[config.mk]
export PLATFORM = sky130hd
export DESIGN_NAME = fft16_input_loader
export DESIGN_NICKNAME = d
export VERILOG_FILES = /design/src/rtl/fft16_input_loader.sv
export SDC_FILE = /design/constraint.sdc
export NUM_CORES = 1
export LEC_CHECK = 0
export ABC_AREA = 1
export BUFFER_PORTS_ARGS = -buffer_cell sky130_fd_sc_hd__buf_2
export CAP_MARGIN = 20
export CORE_AREA = 2 2 282 284
export DETAILED_ROUTE_END_ITERATION = 10
export DIE_AREA = 0 0 284 286
export PLACE_DENSITY = 0.75
export REMOVE_ABC_BUFFERS = 1
export SLEW_MARGIN = 15
export SYNTH_ARGS = -nofsm -noshare
export SYNTH_HDL_FRONTEND = slang
export SYNTH_SLANG_ARGS = --single-unit
[constraint.sdc]
create_clock -name clk -period 2.9 [get_ports clk]
set_input_delay 0.29 -clock clk [delete_from_list [all_inputs] [get_ports clk]]
set_output_delay 0.29 -clock clk [all_outputs]
set_load 0.1 [all_outputs]
[src/rtl/fft16_input_loader.sv]
// ---------------------------------------------------------------------------
// fft16_input_loader
//
// Upstream feeder for the 16-point radix-2 FFT datapath. Serial complex
// samples arrive over a valid/ready handshake and are collected into 16-sample
// frames in a two-bank (ping-pong) buffer. One complete frame is presented as
// 16 parallel complex words, in natural order, and held stable until the
// downstream stage takes it. The other bank keeps loading in the meantime.
//
// Parameters
//   N    width of each real / imaginary sample word (two's complement)
//   PTS  frame length in complex samples; only 16 is supported
//
// Ports
//   clk        system clock, rising edge
//   rst        synchronous active-high reset
//   s_valid    input sample valid
//   s_ready    loader can accept a sample this cycle
//   s_re/s_im  input sample, real / imaginary
//   f_valid    a complete frame is present on f_re / f_im
//   f_ready    downstream takes the frame at this edge
//   f_re/f_im  frame words, sample k at [k*N +: N], k=0 received first
//   wr_idx     next slot to be written in the write bank
//   frame_cnt  number of frames handed off, wraps 255 -> 0
// ---------------------------------------------------------------------------
module fft16_input_loader #(
   parameter int N   = 16,
   parameter int PTS = 16
) (
   input  logic            clk,
   input  logic            rst,
   input  logic            s_valid,
   output logic            s_ready,
   input  logic [N-1:0]    s_re,
   input  logic [N-1:0]    s_im,
   output logic            f_valid,
   input  logic            f_ready,
   output logic [16*N-1:0] f_re,
   output logic [16*N-1:0] f_im,
   output logic [3:0]      wr_idx,
   output logic [7:0]      frame_cnt
);

   localparam int IDX_LAST = PTS - 1;

   // Per-bank life cycle: EMPTY -> FILLING -> FULL -> EMPTY
   typedef enum logic [1:0] {
      BANK_EMPTY   = 2'd0,
      BANK_FILLING = 2'd1,
      BANK_FULL    = 2'd2
   } bank_state_t;

   bank_state_t       bank_state_r      [2];
   bank_state_t       bank_state_next_s [2];

   logic              wr_ptr_r;
   logic              rd_ptr_r;
   logic [3:0]        wr_idx_r;
   logic [7:0]        frame_cnt_r;

   // Sample storage; contents are not reset, the output mux hides them.
   logic [N-1:0]      mem_re_r [2][PTS];
   logic [N-1:0]      mem_im_r [2][PTS];

   logic              s_ready_s;
   logic              f_valid_s;
   logic              accept_s;
   logic              handoff_s;
   logic              last_slot_s;
   logic [16*N-1:0]   f_re_s;
   logic [16*N-1:0]   f_im_s;

   // Handshake decode; ready/valid depend on registered bank state only
   always_comb begin
      s_ready_s   = (bank_state_r[wr_ptr_r] != BANK_FULL);
      f_valid_s   = (bank_state_r[rd_ptr_r] == BANK_FULL);
      accept_s    = s_valid & s_ready_s;
      handoff_s   = f_valid_s & f_ready;
      last_slot_s = (wr_idx_r == 4'(IDX_LAST));
   end

   // Bank next-state: write side fills the write bank, read side empties the read bank
   always_comb begin
      for (int b = 0; b < 2; b++) begin
         bank_state_next_s[b] = bank_state_r[b];
         case (bank_state_r[b])
            BANK_EMPTY: begin
               if (accept_s && (wr_ptr_r == 1'(b))) begin
                  if (last_slot_s) begin
                     bank_state_next_s[b] = BANK_FULL;
                  end else begin
                     bank_state_next_s[b] = BANK_FILLING;
                  end
               end else begin
                  bank_state_next_s[b] = BANK_EMPTY;
               end
            end
            BANK_FILLING: begin
               if (accept_s && (wr_ptr_r == 1'(b)) && last_slot_s) begin
                  bank_state_next_s[b] = BANK_FULL;
               end else begin
                  bank_state_next_s[b] = BANK_FILLING;
               end
            end
            BANK_FULL: begin
               // A full bank is never the target of a write (s_ready is low
               // while the write pointer addresses it), so only hand-off leaves.
               if (handoff_s && (rd_ptr_r == 1'(b))) begin
                  bank_state_next_s[b] = BANK_EMPTY;
               end else begin
                  bank_state_next_s[b] = BANK_FULL;
               end
            end
            default: begin
               bank_state_next_s[b] = BANK_EMPTY;
            end
         endcase
      end
   end

   // Bank state registers
   always_ff @(posedge clk) begin
      if (rst) begin
         bank_state_r[0] <= BANK_EMPTY;
         bank_state_r[1] <= BANK_EMPTY;
      end else begin
         bank_state_r[0] <= bank_state_next_s[0];
         bank_state_r[1] <= bank_state_next_s[1];
      end
   end

   // Write slot index, bank pointers and hand-off counter
   always_ff @(posedge clk) begin
      if (rst) begin
         wr_idx_r    <= 4'd0;
         wr_ptr_r    <= 1'b0;
         rd_ptr_r    <= 1'b0;
         frame_cnt_r <= 8'd0;
      end else begin
         if (accept_s) begin
            if (last_slot_s) begin
               wr_idx_r <= 4'd0;
               wr_ptr_r <= ~wr_ptr_r;
            end else begin
               wr_idx_r <= wr_idx_r + 4'd1;
            end
         end
         // Independent of the write side: a slot-15 accept into one bank and a
         // hand-off of the other bank may land on the same edge.
         if (handoff_s) begin
            rd_ptr_r    <= ~rd_ptr_r;
            frame_cnt_r <= frame_cnt_r + 8'd1;
         end
      end
   end

   // Sample storage write; data passes bit-exact
   always_ff @(posedge clk) begin
      if (accept_s && !rst) begin
         mem_re_r[wr_ptr_r][wr_idx_r] <= s_re;
         mem_im_r[wr_ptr_r][wr_idx_r] <= s_im;
      end
   end

   // Frame output mux; forced to zero while no complete frame is presented so
   // uninitialised storage never reaches the FFT after reset.
   always_comb begin
      f_re_s = '0;
      f_im_s = '0;
      if (f_valid_s) begin
         for (int k = 0; k < PTS; k++) begin
            f_re_s[k*N +: N] = mem_re_r[rd_ptr_r][k];
            f_im_s[k*N +: N] = mem_im_r[rd_ptr_r][k];
         end
      end else begin
         f_re_s = '0;
         f_im_s = '0;
      end
   end

   assign s_ready   = s_ready_s;
   assign f_valid   = f_valid_s;
   assign f_re      = f_re_s;
   assign f_im      = f_im_s;
   assign wr_idx    = wr_idx_r;
   assign frame_cnt = frame_cnt_r;

endmodule

==> key figures <==
Job
  – Max-cap violations: 0

Die
  – Rows: 103
  – IO Pins: 562
  – Die height: 286 um
  – Die Span X: 284 um
  – Die Area: 81,200 um^2
  – CORE AREA: 78,400 um^2
  – Starting density of the core: 50.5%

Synth
  – Synth Area in Adders: 0.221%
  – Synth Flop Type: edfxtp_1
  – Compound-Gate Fraction of Synth Area: 6.98%
  – Synth Instances: 2,947
  – Async set or reset register ratio after synthesis: 0%
  – Yosys warns: 0
  – Post-Syn Area per Cell: 13.4 um^2
  – Synth top area cells: edfxtp_1 78%, nand2_1 10%, a21oi_1 6.3%
  – Cell area after synthesis: 39,600 um^2
  – Synthesized-area fraction occupied by and/or/nand/nor cells: 11.1%
  – Post-synth EDFFs: 1,024
  – Post-synthesis mux area share: 0%
  – Synth top area share: 77.7%
  – Largest family of logic cells by synthesized area: simple AND/OR/NAND/NOR gates
  – Seq/Total Area, Yosys: 78.7%
  – Post-synthesis xor/xnor area fraction: 0.111%
  – Synth Register Bits: 1,044
  – Count leader, synth: nand2_1
  – Yosys top cell by area: edfxtp_1
  – Commonest cells post-synth: 1,079 x nand2_1, 1,024 x edfxtp_1, 496 x a21oi_1
  – Post-synth cell types: 24

Detailed routing
  – Vias: 26,800
  – DRC Markers: 0
  – Total Wirelength: 122,000 um
  – Post-DRT Antenna Nets: 0
  – 1st-iter DRT viols: 3,435
  – DR WL/cell: 26.2 um
  – First-pass iteration count of the detailed router: 6
  – DR vias/cell: 5.74

Clock network
  – Clock transition at path regs: 0.06 ns
  – Clk_lat worst skew: 0.67 ns
  – Clock Path Buffers: 3
  – Clock Sinks: 1,044
  – CTS tree: built
  – Clock root cell: clkbuf_16
  – Cts bufs inserted: 99
  – Htree depth: 3

Global route
  – Vias in the first global route: 25,800
  – Met3 Track Usage GR: 6.37%
  – Busiest grt layer: met2
  – Met2 Use GR: 47.5%
  – GR Util met1: 37.8%
  – Largest net degree at the start of global routing: 92
  – Grt total ovfl: 0
  – Initial antenna violation count: 0
  – Gr usage total: 29.2%
  – First-pass GRT wire length: 172,000 um

Setup path
  – Worst-path cell chain: buf_16 -> buf_16 -> nand2_1 -> a21oi_1 -> buf_2
  – Crit path DAT: 2.66 ns
  – CP Max Fanout: 78
  – CP Launch Type: flop
  – Crit Path Category: flop to output port
  – Crit-path slowest cell: dfxtp_4
  – WP data required: 2.61 ns
  – Cell mode on critical path: buf_16
  – Crit-path max cell delay: 0.50 ns
  – Crit. End Element: output port

Worst hold path
  – Hold Startpoint: s_valid
  – HP Class: primary input to flop

STA
  – RSZ-0062 raised after global routing: yes
  – Worst Clk Skew: 0.0250 ns
  – Relative slew margins: 51.7%
  – Final WS setup: -0.0520 ns
  – Fin. max-slew vios: 0
  – Fmax: 339 MHz
  – Final Cycle Share: 102%
  – Worst Max-Slew Pin Slew: 0.724 ns
  – Tmin final: 2.95 ns
  – TNS Setup: -0.0956 ns
  – Fin. Hold Viols: 0
  – Final-report setup violation count: 2

Run status
  – Failing checks: negative setup slack
  – Status: complete, but fails checks

Cells and area
  – Layout Nets: 3,579
  – Syn-to-layout area delta: 32.2%
  – Final Core Density: 66.8%
  – Layout cells sized above 1: 25.1%
  – Ant. Diodes: 0

Placed design
  – PortBufs: 561
  – Placed wire-length estimate: 71,200 um
  – Placer congestion estimate: 0.854

Pwr
  – Design Power: 0.0298 W
  – Peak supply drop: 0.418 mV
  – Leak pwr: 18.8 nW
  – Power per cell area: 569 nW/um^2
per-layer routing:
layer,up-vias,wire length [um]
li1,11600,-
met1,13000,43500
met2,1938,59600
met3,355,13200
met4,0,6190
met5,-,0
registers in the layout (all words and copies together) (netlist names), named ones only:
signal and count:
mem_im_r 512, mem_re_r 512, frame_cnt 8, bank_state_r 4, wr_idx 4, rd_ptr_r 1
wr_ptr_r 1
cell families after synthesis:
kind of cell | after synthesis
AOI/OAI and AO/OA | 530
xor gates and xnor gates | 5
adders and majority gates | 7
and+or+nand+nor | 1160
DFF | 1044
buffers and inverters | 201
layout make-up:
type                            instances  area, um^2
Clock buffer                          121        2580
Clock inverter                         64         651
Fill cell                            5105       26100
Inverter                               25         126
Multi-Input combinational cell       1702        7650
Sequential cell                      1044       31200
Tap cell                             1050        1310
Timing Repair Buffer                  663        8820
Timing Repair inverter                  1        8.76
repair_timing:
item / in CTS / in global routing
cloned: 5 / 2
pin swaps: 1 / 0
resized for setup: 145 / 76
setup endpoints to repair: 437 / 192
hold buffers: 1 / 0
endpoints found under the hold margin: 1 / 0
buffers inserted: 1 / 0
per-stage QoR:
stage,setup slack (ns),hold WS (ns),std cells,cell area [um^2]
after floorplan,-16.94,0.357,2771,38500
after global placement,0.330,0.491,4476,48200
after detailed placement,0.238,0.507,4476,48200
after CTS,-0.0382,0.0165,4668,52100
after global routing,-0.147,0.0458,4670,52300
final,-0.0520,0.0643,4670,52300
where the power goes:
group	internal [W]	total (W)	switching (W)	leakage, nW
combinational	0.0000501	0.000394	0.000344	7.85
sequential	0.0166	0.0166	0.0000169	9.37
clock	0.00712	0.0127	0.00562	1.57
cell usage in the layout (no fill, tap or decap), types with 2 or more instances in the layout:
master,n
o21ai_0,5
xor2_1,3
a21oi_2,60
clkbuf_16,101
clkinvlp_4,7
nor2_1,25
nand4_1,4
edfxtp_1,1024
clkbuf_1,20
clkinv_1,17
xnor2_1,2
ha_1,7
buf_6,17
nor2_4,32
buf_16,10
clkinv_16,4
inv_1,22
buf_12,304
clkbuf_4,56
buf_2,119
a21oi_1,465
clkinv_2,24
clkbuf_8,2
dfxtp_1,19
inv_6,3
buf_4,152
inv_16,3
nand3_1,16
nand2_1,1079
bufinv_16,8
worst max-delay path, delay by kind of cell (launching register included):
kind                   cells  cell delay, ns
buffers and inverters      3            1.05
DFF                        1            0.50
AOI/OAI and AO/OA          1            0.22
and+or+nand+nor            1            0.13
worst paths after layout:
check                     end  cells after the start  slack (ns)
max                  f_im[58]                      5       -0.05
min                 wr_idx[1]                      3        0.06
min reg2reg      frame_cnt[7]                      2        0.52
max reg2reg  mem_im_r[1][175]                      7        0.64
Note: power is estimated with default switching activity, not from simulation.
